<file path="src/rtl/life_gen_engine_pkg.sv">
// Shared constants, state encoding and cell helpers for the Game of Life generation engine.
package life_pkg;

    localparam int BIT_W = 3;
    localparam int BIT_H = 3;
    localparam int SIZE = 1 << (BIT_W + BIT_H);
    localparam logic [63:0] INIT_PATTERN = 64'h50A8_8888_0609_0909;
    localparam int INIT_POP = 17;

    typedef enum logic [1:0] {
        ST_IDLE   = 2'd0,
        ST_EVAL   = 2'd1,
        ST_COMMIT = 2'd2
    } state_e;

    function automatic logic life_rule(input logic alive, input logic [3:0] n);
        logic r;
        if (alive) begin
            r = (n == 4'd2) || (n == 4'd3);
        end else begin
            r = (n == 4'd3);
        end
        return r;
    endfunction

    function automatic logic [6:0] popcount64(input logic [63:0] v);
        logic [6:0] c;
        c = 7'd0;
        for (int i = 0; i < 64; i++) begin
            c = c + 7'(v[i]);
        end
        return c;
    endfunction

endpackage

</file>
<file path="src/rtl/life_gen_engine_if.sv">
// Control, edit, renderer-read and status signals of the generation engine.
interface life_gen_engine_if #(
    parameter int BIT_W = 3,
    parameter int BIT_H = 3
);
    localparam int AW = BIT_W + BIT_H;

    logic          frame_tick;
    logic          run;
    logic          step;
    logic [1:0]    frame_div;
    logic          load;
    logic          clear;
    logic          wr_en;
    logic [AW-1:0] wr_addr;
    logic          wr_data;
    logic [AW-1:0] rd_addr;
    logic          rd_data;
    logic          busy;
    logic [15:0]   gen_count;
    logic [AW:0]   pop_count;

    modport master (
        output frame_tick, run, step, frame_div, load, clear,
               wr_en, wr_addr, wr_data, rd_addr,
        input  rd_data, busy, gen_count, pop_count
    );

    modport slave (
        input  frame_tick, run, step, frame_div, load, clear,
               wr_en, wr_addr, wr_data, rd_addr,
        output rd_data, busy, gen_count, pop_count
    );
endinterface

</file>
<file path="src/rtl/life_gen_engine_neighbour.sv">
// Live-neighbour count (0..8) of one cell; edges are dead or toroidal depending on WRAP.
module life_neighbour_count #(
    parameter int BIT_W = 3,
    parameter int BIT_H = 3,
    parameter int WRAP  = 0
) (
    input  logic [(1 << (BIT_W + BIT_H))-1:0] cur,
    input  logic [BIT_W+BIT_H-1:0]            idx,
    output logic [3:0]                        n
);
    localparam int AW = BIT_W + BIT_H;
    localparam int W  = 1 << BIT_W;
    localparam int H  = 1 << BIT_H;

    logic [BIT_W-1:0] x_s;
    logic [BIT_H-1:0] y_s;
    int               nx_s;
    int               ny_s;
    logic             in_s;
    logic [AW-1:0]    cell_s;

    assign x_s = idx[BIT_W-1:0];
    assign y_s = idx[AW-1:BIT_W];

    // Sum the eight surrounding cells, dropping or folding off-board coordinates
    always_comb begin
        n      = 4'd0;
        nx_s   = 0;
        ny_s   = 0;
        in_s   = 1'b0;
        cell_s = '0;
        for (int dy = -1; dy <= 1; dy++) begin
            for (int dx = -1; dx <= 1; dx++) begin
                nx_s = int'(x_s) + dx;
                ny_s = int'(y_s) + dy;
                if (WRAP != 0) begin
                    nx_s = (nx_s + W) % W;
                    ny_s = (ny_s + H) % H;
                    in_s = 1'b1;
                end else begin
                    in_s = (nx_s >= 0) && (nx_s < W) && (ny_s >= 0) && (ny_s < H);
                end
                cell_s = AW'(ny_s * W + nx_s);
                if (in_s && !(dx == 0 && dy == 0)) begin
                    n = n + {3'b000, cur[cell_s]};
                end else begin
                    n = n;
                end
            end
        end
    end
endmodule

</file>
<file path="src/rtl/life_gen_engine.sv">
// Double-buffered Game of Life board: evaluates one cell per clock in vblank,
// then commits the whole new generation in a single cycle.
module life_gen_engine
    import life_pkg::*;
#(
    parameter int          BIT_W        = life_pkg::BIT_W,
    parameter int          BIT_H        = life_pkg::BIT_H,
    parameter int          WRAP         = 0,
    parameter logic [63:0] INIT_PATTERN = life_pkg::INIT_PATTERN
) (
    input logic                clk,
    input logic                rst_n,
    life_gen_engine_if.slave   bus
);
    localparam int AW    = BIT_W + BIT_H;
    localparam int CELLS = 1 << AW;
    localparam logic [CELLS-1:0] INIT_CUR = INIT_PATTERN[CELLS-1:0];
    localparam logic [AW:0]      INIT_CNT = (AW+1)'(popcount64(64'(INIT_CUR)));

    state_e           state_q, state_d;
    logic [CELLS-1:0] cur_q, cur_d;
    logic [CELLS-1:0] nxt_q, nxt_d;
    logic [AW-1:0]    k_q, k_d;
    logic [AW:0]      acc_q, acc_d;
    logic [15:0]      gen_q, gen_d;
    logic [AW:0]      pop_q, pop_d;
    logic [1:0]       fcnt_q, fcnt_d;
    logic             pend_q, pend_d;
    logic             step_prev_q, step_prev_d;
    logic             run_prev_q, run_prev_d;

    logic [3:0]       n_s;
    logic             cell_next_s;
    logic             go_s;
    logic             step_rise_s;
    logic             run_rise_s;

    life_neighbour_count #(
        .BIT_W (BIT_W),
        .BIT_H (BIT_H),
        .WRAP  (WRAP)
    ) u_nbr (
        .cur (cur_q),
        .idx (k_q),
        .n   (n_s)
    );

    assign cell_next_s = life_rule(cur_q[k_q], n_s);
    assign step_rise_s = bus.step & ~step_prev_q;
    assign run_rise_s  = bus.run & ~run_prev_q;

    assign bus.rd_data   = cur_q[bus.rd_addr];
    assign bus.busy      = (state_q != ST_IDLE);
    assign bus.gen_count = gen_q;
    assign bus.pop_count = pop_q;

    // Next-state, trigger, board edit and evaluation datapath
    always_comb begin
        state_d     = state_q;
        cur_d       = cur_q;
        nxt_d       = nxt_q;
        k_d         = k_q;
        acc_d       = acc_q;
        gen_d       = gen_q;
        pop_d       = pop_q;
        fcnt_d      = fcnt_q;
        pend_d      = pend_q;
        step_prev_d = bus.step;
        run_prev_d  = bus.run;
        go_s        = 1'b0;

        // A step edge only arms a generation in single-step mode
        if (run_rise_s) begin
            pend_d = 1'b0;
        end else if (step_rise_s && !bus.run) begin
            pend_d = 1'b1;
        end else begin
            pend_d = pend_q;
        end

        case (state_q)
            ST_IDLE: begin
                if (bus.frame_tick) begin
                    if (bus.run) begin
                        if (fcnt_q == bus.frame_div) begin
                            go_s   = 1'b1;
                            fcnt_d = 2'd0;
                        end else begin
                            fcnt_d = fcnt_q + 2'd1;
                        end
                    end else begin
                        go_s = pend_q;
                    end
                end else begin
                    go_s = 1'b0;
                end

                if (go_s) begin
                    state_d = ST_EVAL;
                    k_d     = '0;
                    acc_d   = '0;
                    pend_d  = 1'b0;
                end else begin
                    state_d = ST_IDLE;
                end

                if (bus.load) begin
                    cur_d = INIT_CUR;
                    pop_d = INIT_CNT;
                end else if (bus.clear) begin
                    cur_d = '0;
                    pop_d = '0;
                end else if (bus.wr_en) begin
                    cur_d[bus.wr_addr] = bus.wr_data;
                    if (cur_q[bus.wr_addr] != bus.wr_data) begin
                        if (bus.wr_data) begin
                            pop_d = pop_q + (AW+1)'(1);
                        end else begin
                            pop_d = pop_q - (AW+1)'(1);
                        end
                    end else begin
                        pop_d = pop_q;
                    end
                end else begin
                    cur_d = cur_q;
                end
            end

            ST_EVAL: begin
                nxt_d[k_q] = cell_next_s;
                acc_d      = acc_q + (AW+1)'(cell_next_s);
                k_d        = k_q + AW'(1);
                if (k_q == AW'(CELLS - 1)) begin
                    state_d = ST_COMMIT;
                end else begin
                    state_d = ST_EVAL;
                end
            end

            ST_COMMIT: begin
                cur_d   = nxt_q;
                gen_d   = gen_q + 16'd1;
                pop_d   = acc_q;
                state_d = ST_IDLE;
            end

            default: begin
                state_d = ST_IDLE;
            end
        endcase
    end

    // State and board registers with synchronous active-low reset
    always_ff @(posedge clk) begin
        if (!rst_n) begin
            state_q     <= ST_IDLE;
            cur_q       <= INIT_CUR;
            nxt_q       <= '0;
            k_q         <= '0;
            acc_q       <= '0;
            gen_q       <= 16'd0;
            pop_q       <= INIT_CNT;
            fcnt_q      <= 2'd0;
            pend_q      <= 1'b0;
            step_prev_q <= 1'b0;
            run_prev_q  <= 1'b0;
        end else begin
            state_q     <= state_d;
            cur_q       <= cur_d;
            nxt_q       <= nxt_d;
            k_q         <= k_d;
            acc_q       <= acc_d;
            gen_q       <= gen_d;
            pop_q       <= pop_d;
            fcnt_q      <= fcnt_d;
            pend_q      <= pend_d;
            step_prev_q <= step_prev_d;
            run_prev_q  <= run_prev_d;
        end
    end
endmodule

</file>
<file path="src/flat_wrapper.sv">
// flat-port wrapper written by rule: the top's interface ports become plain ports
module life_gen_engine_flat import life_pkg::*;
#(
    parameter int          BIT_W        = life_pkg::BIT_W,
    parameter int          BIT_H        = life_pkg::BIT_H,
    parameter int          WRAP         = 0,
    parameter logic [63:0] INIT_PATTERN = life_pkg::INIT_PATTERN
)
  (clk, rst_n, bus_frame_tick, bus_run, bus_step, bus_frame_div, bus_load, bus_clear, bus_wr_en, bus_wr_addr, bus_wr_data, bus_rd_addr, bus_rd_data, bus_busy, bus_gen_count, bus_pop_count);
  life_gen_engine_if #(.BIT_W(BIT_W), .BIT_H(BIT_H)) bus_i ();
  input logic clk;
  input logic rst_n;
  input wire logic [$bits(bus_i.frame_tick)-1:0] bus_frame_tick;
  input wire logic [$bits(bus_i.run)-1:0] bus_run;
  input wire logic [$bits(bus_i.step)-1:0] bus_step;
  input wire logic [$bits(bus_i.frame_div)-1:0] bus_frame_div;
  input wire logic [$bits(bus_i.load)-1:0] bus_load;
  input wire logic [$bits(bus_i.clear)-1:0] bus_clear;
  input wire logic [$bits(bus_i.wr_en)-1:0] bus_wr_en;
  input wire logic [$bits(bus_i.wr_addr)-1:0] bus_wr_addr;
  input wire logic [$bits(bus_i.wr_data)-1:0] bus_wr_data;
  input wire logic [$bits(bus_i.rd_addr)-1:0] bus_rd_addr;
  output wire logic [$bits(bus_i.rd_data)-1:0] bus_rd_data;
  output wire logic [$bits(bus_i.busy)-1:0] bus_busy;
  output wire logic [$bits(bus_i.gen_count)-1:0] bus_gen_count;
  output wire logic [$bits(bus_i.pop_count)-1:0] bus_pop_count;
  assign bus_i.frame_tick = bus_frame_tick;
  assign bus_i.run = bus_run;
  assign bus_i.step = bus_step;
  assign bus_i.frame_div = bus_frame_div;
  assign bus_i.load = bus_load;
  assign bus_i.clear = bus_clear;
  assign bus_i.wr_en = bus_wr_en;
  assign bus_i.wr_addr = bus_wr_addr;
  assign bus_i.wr_data = bus_wr_data;
  assign bus_i.rd_addr = bus_rd_addr;
  assign bus_rd_data = bus_i.rd_data;
  assign bus_busy = bus_i.busy;
  assign bus_gen_count = bus_i.gen_count;
  assign bus_pop_count = bus_i.pop_count;
  life_gen_engine #(.BIT_W(BIT_W), .BIT_H(BIT_H), .WRAP(WRAP), .INIT_PATTERN(INIT_PATTERN)) u_core (.clk(clk), .rst_n(rst_n), .bus(bus_i));
endmodule
</file>
<file path="config.mk">
export PLATFORM = sky130hd
export DESIGN_NAME = life_gen_engine_flat
export DESIGN_NICKNAME = d
export VERILOG_FILES = /design/src/rtl/life_gen_engine_pkg.sv /design/src/rtl/life_gen_engine_if.sv /design/src/rtl/life_gen_engine_neighbour.sv /design/src/rtl/life_gen_engine.sv /design/src/flat_wrapper.sv
export SDC_FILE = /design/constraint.sdc
export NUM_CORES = 1
export LEC_CHECK = 0
export BUFFER_PORTS_ARGS = -buffer_cell sky130_fd_sc_hd__buf_2
export CAP_MARGIN = 20
export CORE_MARGIN = 4
export CORE_UTILIZATION = 45
export CTS_CLUSTER_SIZE = 12
export DETAILED_ROUTE_END_ITERATION = 10
export GPL_ROUTABILITY_DRIVEN = 0
export HOLD_SLACK_MARGIN = 0.03
export PLACE_DENSITY = 0.62
export RECOVER_POWER = 50
export SETUP_SLACK_MARGIN = 0.1
export SYNTH_ARGS = -nofsm -noshare
export SYNTH_HDL_FRONTEND = slang
export SYNTH_SLANG_ARGS = --single-unit
</file>
<file path="constraint.sdc">
create_clock -name clk -period 7.8 [get_ports clk]
set_clock_uncertainty 0.1 [all_clocks]
set_input_delay 0.78 -clock clk [delete_from_list [all_inputs] [get_ports clk]]
set_output_delay 0.78 -clock clk [all_outputs]
set_load 0.02 [all_outputs]
</file>
==> flow_metrics.py, run 1 <==
metrics = {
    "placement": {
        "place_ws_ns": -0.0715,
        "placed_area_mm2": 0.0133,
        "dp.final_hpwl_um": 30000,
        "dp_cells": 1782,
        "io_buffers": 47,
    },
    "yosys": {
        "synthesis.nets": 1501,
        "synthArstFlopShare_pct": 0,
        "synth_cell_types": 78,
        "synthSimpleGateAreaFrac_pct": 17.2,
        "syn_avg_cell_area_um2": 8.70,
        "syn_area_mm2": 0.0125,
        "yosysWarnings": 0,
        "synth_top_family_by_area": "compound AO/OA/AOI/OAI gates",
        "synthMuxAreaShare_pct": 17.1,
        "ys_top_cells_by_area": "dfxtp_1 (27%), mux4_2 (9.3%), mux2i_1 (6.9%)",
        "synth_adder_area_share_pct": 3.93,
        "ys_seq_area_share_pct": 27.3,
        "synth_top_area_share_pct": 27.3,
        "synth_compound_area_share_pct": 25.3,
        "synthCells": 1441,
        "synth_flop_cell": "dfxtp_1",
        "synth_edf_count": 0,
        "synth_xor_area_share_pct": 3.57,
        "netlist.top_cell.by_area": "dfxtp_1",
        "ys_ff_latch": 171,
    },
    "status": {
        "violations": "max-capacitance violations, max-slew violations",
        "outcome": "finished, violations left",
    },
    "routing": {
        "via_per_inst": 6.62,
        "wl_um": 43900,
        "avgRoutedWirePerCell_um": 23.9,
        "dr.pass1.iters": 5,
        "drc": 0,
        "initialDrtViolationCount": 1608,
        "vias": 12200,
        "antenna_left": 0,
    },
    "die": {
        "dieArea_mm2": 0.0306,
        "start_util_pct": 46.1,
        "ios": 48,
        "die_w_um": 175,
        "placementRows": 60,
        "coreArea_mm2": 0.0272,
        "die_h_um": 175,
    },
    "sta": {
        "fmax_mhz": 134,
        "tightest_slew_ns": 4.08,
        "max-slew-margin-rel_pct": -172,
        "rsz0062_at_grt": "no",
        "finalSetupViolCount": 0,
        "maxSlewViolCount": 222,
        "timing.final.crit_share_pct": 96.0,
        "hold_viol_final": 0,
        "finalWorstSetupSlack_ns": 0.312,
        "period_minus_slack_ns": 7.49,
    },
    "clocking": {
        "cts_tree": "done",
        "root_buffer": "clkbuf_16",
        "clk_latency_ns": 0.45,
        "cts_buffers": 17,
        "clock_sink_count": 171,
        "htreeDepth": 4,
        "clk_path_buf_depth": 2,
        "cts_hold_buf": 0,
        "clk_pin_slew_ns": 0.08,
    },
    "setup_path": {
        "critical_path_class": "reg -> reg",
        "critPathCaptureType": "flop",
        "required_ns": 8.09,
        "cp_slowest_cell": "mux4_2",
        "worstPathMaxFanout": 5,
        "crit_top_cell": "ha_4",
        "critPathLaunchType": "flop",
        "arrival_ns": 7.77,
        "crit_buf_inv": 2,
        "cpLargestDelayFamily": "adder cells",
        "slowest_delay_ns": 0.54,
    },
    "grt": {
        "grt_pass1_wl_um": 67700,
        "antenna_found_initial": 1,
        "grt_overflow": 0,
        "grt_pass1_vias": 11300,
        "grt_use_total_pct": 27.8,
        "grt_start_max_net_pins": 115,
    },
    "pwr": {
        "cellPowerDensity_mw_per_mm2": 174,
        "p_leak_nw": 5.13,
        "peakVddDrop_uv": 161,
        "power_w": 0.00247,
    },
    "final_layout": {
        "final_common_cell": "dfxtp_1",
        "most-common-layout-cells": "dfxtp_1 (168), nand2_1 (157), a21oi_1 (123)",
        "final_area_mm2": 0.0143,
        "syn2layout_area_growth_pct": 13.7,
        "layoutNonFillerInstCount": 1839,
        "n_antenna_cell": 0,
        "register_area_mm2": 0.00343,
        "nets": 1514,
        "multiInputGateArea_mm2": 0.00883,
        "finalCoreUtilization_pct": 52.5,
        "fillers": 2525,
        "layout-drive-gt1-share_pct": 21.1,
    },
    "hold_path": {
        "holdCritPathClass": "reg -> reg",
    },
    "flow_run": {
        "max-cap-violations": 3,
    },
}
## cells in the mapped netlist, types with 8 or more instances
cell type / number
clkbuf_1: 92
ha_1: 33
a21oi_1: 125
nand3_1: 92
nor2b_1: 8
and2_1: 10
nand2_1: 161
nand2b_1: 16
a221oi_1: 15
a311oi_1: 47
a211oi_1: 13
o21ai_1: 9
buf_2: 19
dfxtp_1: 171
o41ai_2: 49
nor3_1: 31
o311ai_0: 14
nor2_1: 86
xnor2_1: 27
nand4_1: 9
inv_1: 26
buf_6: 8
mux2i_1: 87
xor2_1: 16
mux4_2: 52
and3_1: 13
o21ai_0: 83
## cell families (layout without fill, tap and decap cells)
| logic type | count (synthesis) | after routing |
|---|---|---|
| multiplexers | 148 | 148 |
| XOR/XNOR | 47 | 47 |
| adder cells (fa/ha/maj) | 37 | 37 |
| AO/OA/AOI/OAI | 419 | 419 |
| flip-flops | 171 | 171 |
| buffers and inverters | 158 | 184 |
| AND/OR/NAND/NOR | 461 | 461 |
## final timing paths
check	startpoint	end	slack (ns)	cells past startpoint
max	u_core.k_q[0]$_SDFFE_PN0P_	u_core.acc_q[6]$_SDFFE_PN0P_	0.31	39
min	u_core.nxt_q[58]$_SDFFE_PN0P_	u_core.nxt_q[58]$_SDFFE_PN0P_	0.37	2
max reg2reg	u_core.k_q[0]$_SDFFE_PN0P_	u_core.acc_q[6]$_SDFFE_PN0P_	0.31	39
min reg2reg	u_core.nxt_q[58]$_SDFFE_PN0P_	u_core.nxt_q[58]$_SDFFE_PN0P_	0.37	2
## stage by stage
stage | hold WS [ns] | setup TNS (ns)
3_3_place_gp | 0.354 | 0
2_1_floorplan | 0.340 | 0
3_5_place_dp | 0.358 | -1.99
6_report | 0.372 | 0
5_1_grt | 0.391 | 0
4_1_cts | 0.370 | 0
## routing by layer
metal	track usage, %	up-vias	share of wire (%)
li1	-	5504	-
met4	11.2	2	4.3
met1	39.8	5913	44
met3	5.30	100	8.9
met2	41.4	648	43
met5	0	-	0.082
## where the power goes
part           internal, W  switching (W)  total [W]  leakage (nW)
clock network     0.000463       0.000417   0.000880         0.286
registers         0.000911      0.0000635   0.000974          1.40
logic             0.000251       0.000369   0.000620          3.44
## what timing repair did
item,in CTS,in global routing
resized for setup,4,33
setup endpoints to repair,54,70
buffers inserted,1,22
cloned,0,1
pin swaps,1,27
## state kept, by name, indices dropped and copies added, names as in the netlist
signal                cells
u_core.bus.gen_count     16
u_core.cur_q             64
u_core.bus.pop_count      7
u_core.step_prev_q        1
u_core.pend_q             1
u_core.k_q                6
u_core.acc_q              7
u_core.run_prev_q         1
u_core.fcnt_q             2
u_core.state_q            2
u_core.nxt_q             64
## worst register-to-register path: cells and delay by family, from the launching register on
family,cells,cell delay (ns)
adder cells (fa/ha/maj),13,2.89
AND/OR/NAND/NOR,13,1.60
AO/OA/AOI/OAI,6,1.07
multiplexers,2,0.72
XOR/XNOR,3,0.56
flip-flops,1,0.40
buffers and inverters,2,0.12
## cell type report
| cell class | instances | area share, % |
|---|---|---|
| well taps | 372 | 3.26 |
| multi-input cells | 1112 | 61.9 |
| clock inverters | 14 | 1.08 |
| repair buffers | 121 | 5.67 |
| inverters | 31 | 0.939 |
| flip-flops and latches | 171 | 24.0 |
| clock buffers | 18 | 3.08 |
Power figures use the tool's default switching activity.
==> run 2: changes to the inputs <==
--- a/config.mk
+++ b/config.mk
@@ -7,6 +7,7 @@
 export LEC_CHECK = 0
 export BUFFER_PORTS_ARGS = -buffer_cell sky130_fd_sc_hd__buf_2
 export CAP_MARGIN = 20
+export CORE_ASPECT_RATIO = 2
 export CORE_MARGIN = 4
 export CORE_UTILIZATION = 45
 export CTS_CLUSTER_SIZE = 12
==> flow_metrics.py, run 2 (same netlist as run 1, synthesis figures left out) <==
metrics = {
    "routing": {
        "initialDrtViolationCount": 972,
        "avgRoutedWirePerCell_um": 26.0,
        "drc": 0,
        "wl_um": 46800,
        "dr.pass1.iters": 7,
        "vias": 12200,
        "antenna_left": 0,
        "via_per_inst": 6.78,
    },
    "clocking": {
        "clk_pin_slew_ns": 0.07,
        "cts_buffers": 17,
        "clk_path_buf_depth": 2,
        "cts_tree": "done",
        "clk_latency_ns": 0.47,
        "htreeDepth": 4,
        "clock_sink_count": 171,
        "cts_hold_buf": 0,
        "root_buffer": "clkbuf_16",
    },
    "placement": {
        "dp.final_hpwl_um": 33500,
        "io_buffers": 47,
        "dp_cells": 1752,
    },
    "sta": {
        "finalSetupViolCount": 0,
        "fmax_mhz": 134,
        "tightest_slew_ns": 4.28,
        "timing.final.crit_share_pct": 95.6,
        "maxSlewViolCount": 255,
        "period_minus_slack_ns": 7.46,
        "rsz0062_at_grt": "no",
        "max-slew-margin-rel_pct": -186,
        "setup_tns_ns": 0,
        "hold_viol_final": 0,
    },
    "setup_path": {
        "crit_top_cell": "ha_4",
        "arrival_ns": 7.74,
        "r2r_setup_slack_ns": 0.34,
        "critical_path_class": "reg -> reg",
        "critPathLaunchType": "flop",
        "ff2ff_path_depth": 36,
        "critPathCaptureType": "flop",
        "slowest_delay_ns": 0.50,
        "worstPathMaxFanout": 27,
        "required_ns": 8.08,
        "r2r_end": "u_core.acc_q[6]$_SDFFE_PN0P_",
        "r2r_start": "u_core.k_q[0]$_SDFFE_PN0P_",
        "cp_slowest_cell": "mux4_2",
    },
    "final_layout": {
        "layoutNonFillerInstCount": 1802,
        "n_antenna_cell": 0,
        "nets": 1497,
        "syn2layout_area_growth_pct": 13.8,
        "layout-drive-gt1-share_pct": 21.6,
        "fillers": 2603,
        "most-common-layout-cells": "dfxtp_1 (168), nand2_1 (155), a21oi_1 (122)",
        "final_common_cell": "dfxtp_1",
    },
    "flow_run": {
        "max-cap-violations": 4,
    },
    "hold_path": {
        "hold_path_end": "u_core.nxt_q[58]$_SDFFE_PN0P_",
        "min_from": "u_core.nxt_q[58]$_SDFFE_PN0P_",
        "hold_depth": 2,
        "holdCritPathClass": "reg -> reg",
    },
    "grt": {
        "grt_start_max_net_pins": 100,
        "grt_use_total_pct": 30.0,
        "grt_overflow": 0,
        "grt_pass1_vias": 12000,
        "grt_pass1_wl_um": 71500,
        "antenna_found_initial": 0,
    },
    "die": {
        "die_w_um": 126,
        "dieArea_mm2": 0.0308,
        "ios": 48,
        "die_h_um": 244,
        "coreArea_mm2": 0.0275,
        "start_util_pct": 45.5,
        "placementRows": 86,
    },
    "status": {
        "outcome": "finished, violations left",
        "violations": "max-capacitance violations, max-slew violations",
    },
    "pwr": {
        "cellPowerDensity_mw_per_mm2": 176,
        "p_leak_nw": 5.09,
        "peakVddDrop_uv": 160,
    },
}
-- run 2: worst max-delay path: cells and delay by family (launching register included) --
kind / cells / cell delay, ns
buf+inv: 1 / 0.24
xor+xnor: 1 / 0.16
compound gates: 5 / 0.62
fa+ha+maj: 10 / 2.27
mux: 6 / 1.80
simple gates: 13 / 1.75
flops: 1 / 0.42
-- run 2: area by class of cell --
| cell class | count | area, um2 | area share [%] |
|---|---|---|---|
| clock inverters | 14 | 179 | 1.25 |
| clock buffers | 18 | 439 | 3.08 |
| flip-flops and latches | 171 | 3430 | 24.0 |
| well taps | 352 | 440 | 3.09 |
| multi-input cells | 1112 | 8950 | 62.7 |
| inverters | 31 | 134 | 0.938 |
| repair buffers | 104 | 693 | 4.86 |
-- run 2: stage by stage --
stage | setup WS (ns) | util, % | cell area, um2 | hold slack [ns] | power, W
3_3_place_gp | 0.181 | 47.9 | 13200 | 0.350 | 0.00156
5_1_grt | 0.0469 | 51.8 | 14300 | 0.394 | 0.00261
3_5_place_dp | 0.0321 | 48.0 | 13200 | 0.366 | 0.00157
6_report | 0.340 | 51.8 | 14300 | 0.374 | 0.00251
2_1_floorplan | 0.101 | - | 12700 | 0.340 | 0.00139
4_1_cts | 0.112 | 50.3 | 13900 | 0.376 | 0.00248
-- run 2: what timing repair did --
action                                  in CTS  in global routing
endpoints found under the setup margin       8                 71
endpoints found under the hold margin        0                  0
buffers inserted                             0                 13
resized for setup                            3                 58
pin swaps                                    1                 27
gates cloned                                 0                  1
-- run 2: how the worst max path moves through the flow --
stage	startpoint	slack (ns)	endpoint	depth (start not counted)
6_report	u_core.k_q[0]$_SDFFE_PN0P_	0.34	u_core.acc_q[6]$_SDFFE_PN0P_	36
5_1_grt	u_core.k_q[0]$_SDFFE_PN0P_	0.05	u_core.acc_q[6]$_SDFFE_PN0P_	37
4_1_cts	u_core.k_q[0]$_SDFFE_PN0P_	0.11	u_core.acc_q[6]$_SDFFE_PN0P_	36
3_5_place_dp	u_core.k_q[0]$_SDFFE_PN0P_	0.03	u_core.acc_q[6]$_SDFFE_PN0P_	36
3_3_place_gp	u_core.k_q[0]$_SDFFE_PN0P_	0.18	u_core.nxt_q[47]$_SDFFE_PN0P_	32
2_1_floorplan	u_core.k_q[0]$_SDFFE_PN0P_	0.10	u_core.acc_q[6]$_SDFFE_PN0P_	44
-- run 2: metal layers --
layer | vias to the layer above | routed length, um | GRT usage (%) | share of wire (%)
li1 | 5474 | - | - | -
met1 | 5922 | 15700 | 31.3 | 34
met2 | 577 | 23600 | 50.7 | 50
met3 | 243 | 2840 | 5.33 | 6.1
met4 | 0 | 4700 | 26.9 | 10
met5 | - | 0 | 0 | 0
-- run 2: power by group --
group | leakage (nW) | total, W | switching, W | internal, W
clock | 0.292 | 0.000910 | 0.000417 | 0.000493
combinational | 3.40 | 0.000623 | 0.000373 | 0.000251
sequential | 1.40 | 0.000979 | 0.0000689 | 0.000910
total | 5.09 | 0.00251 | 0.000859 | 0.00165
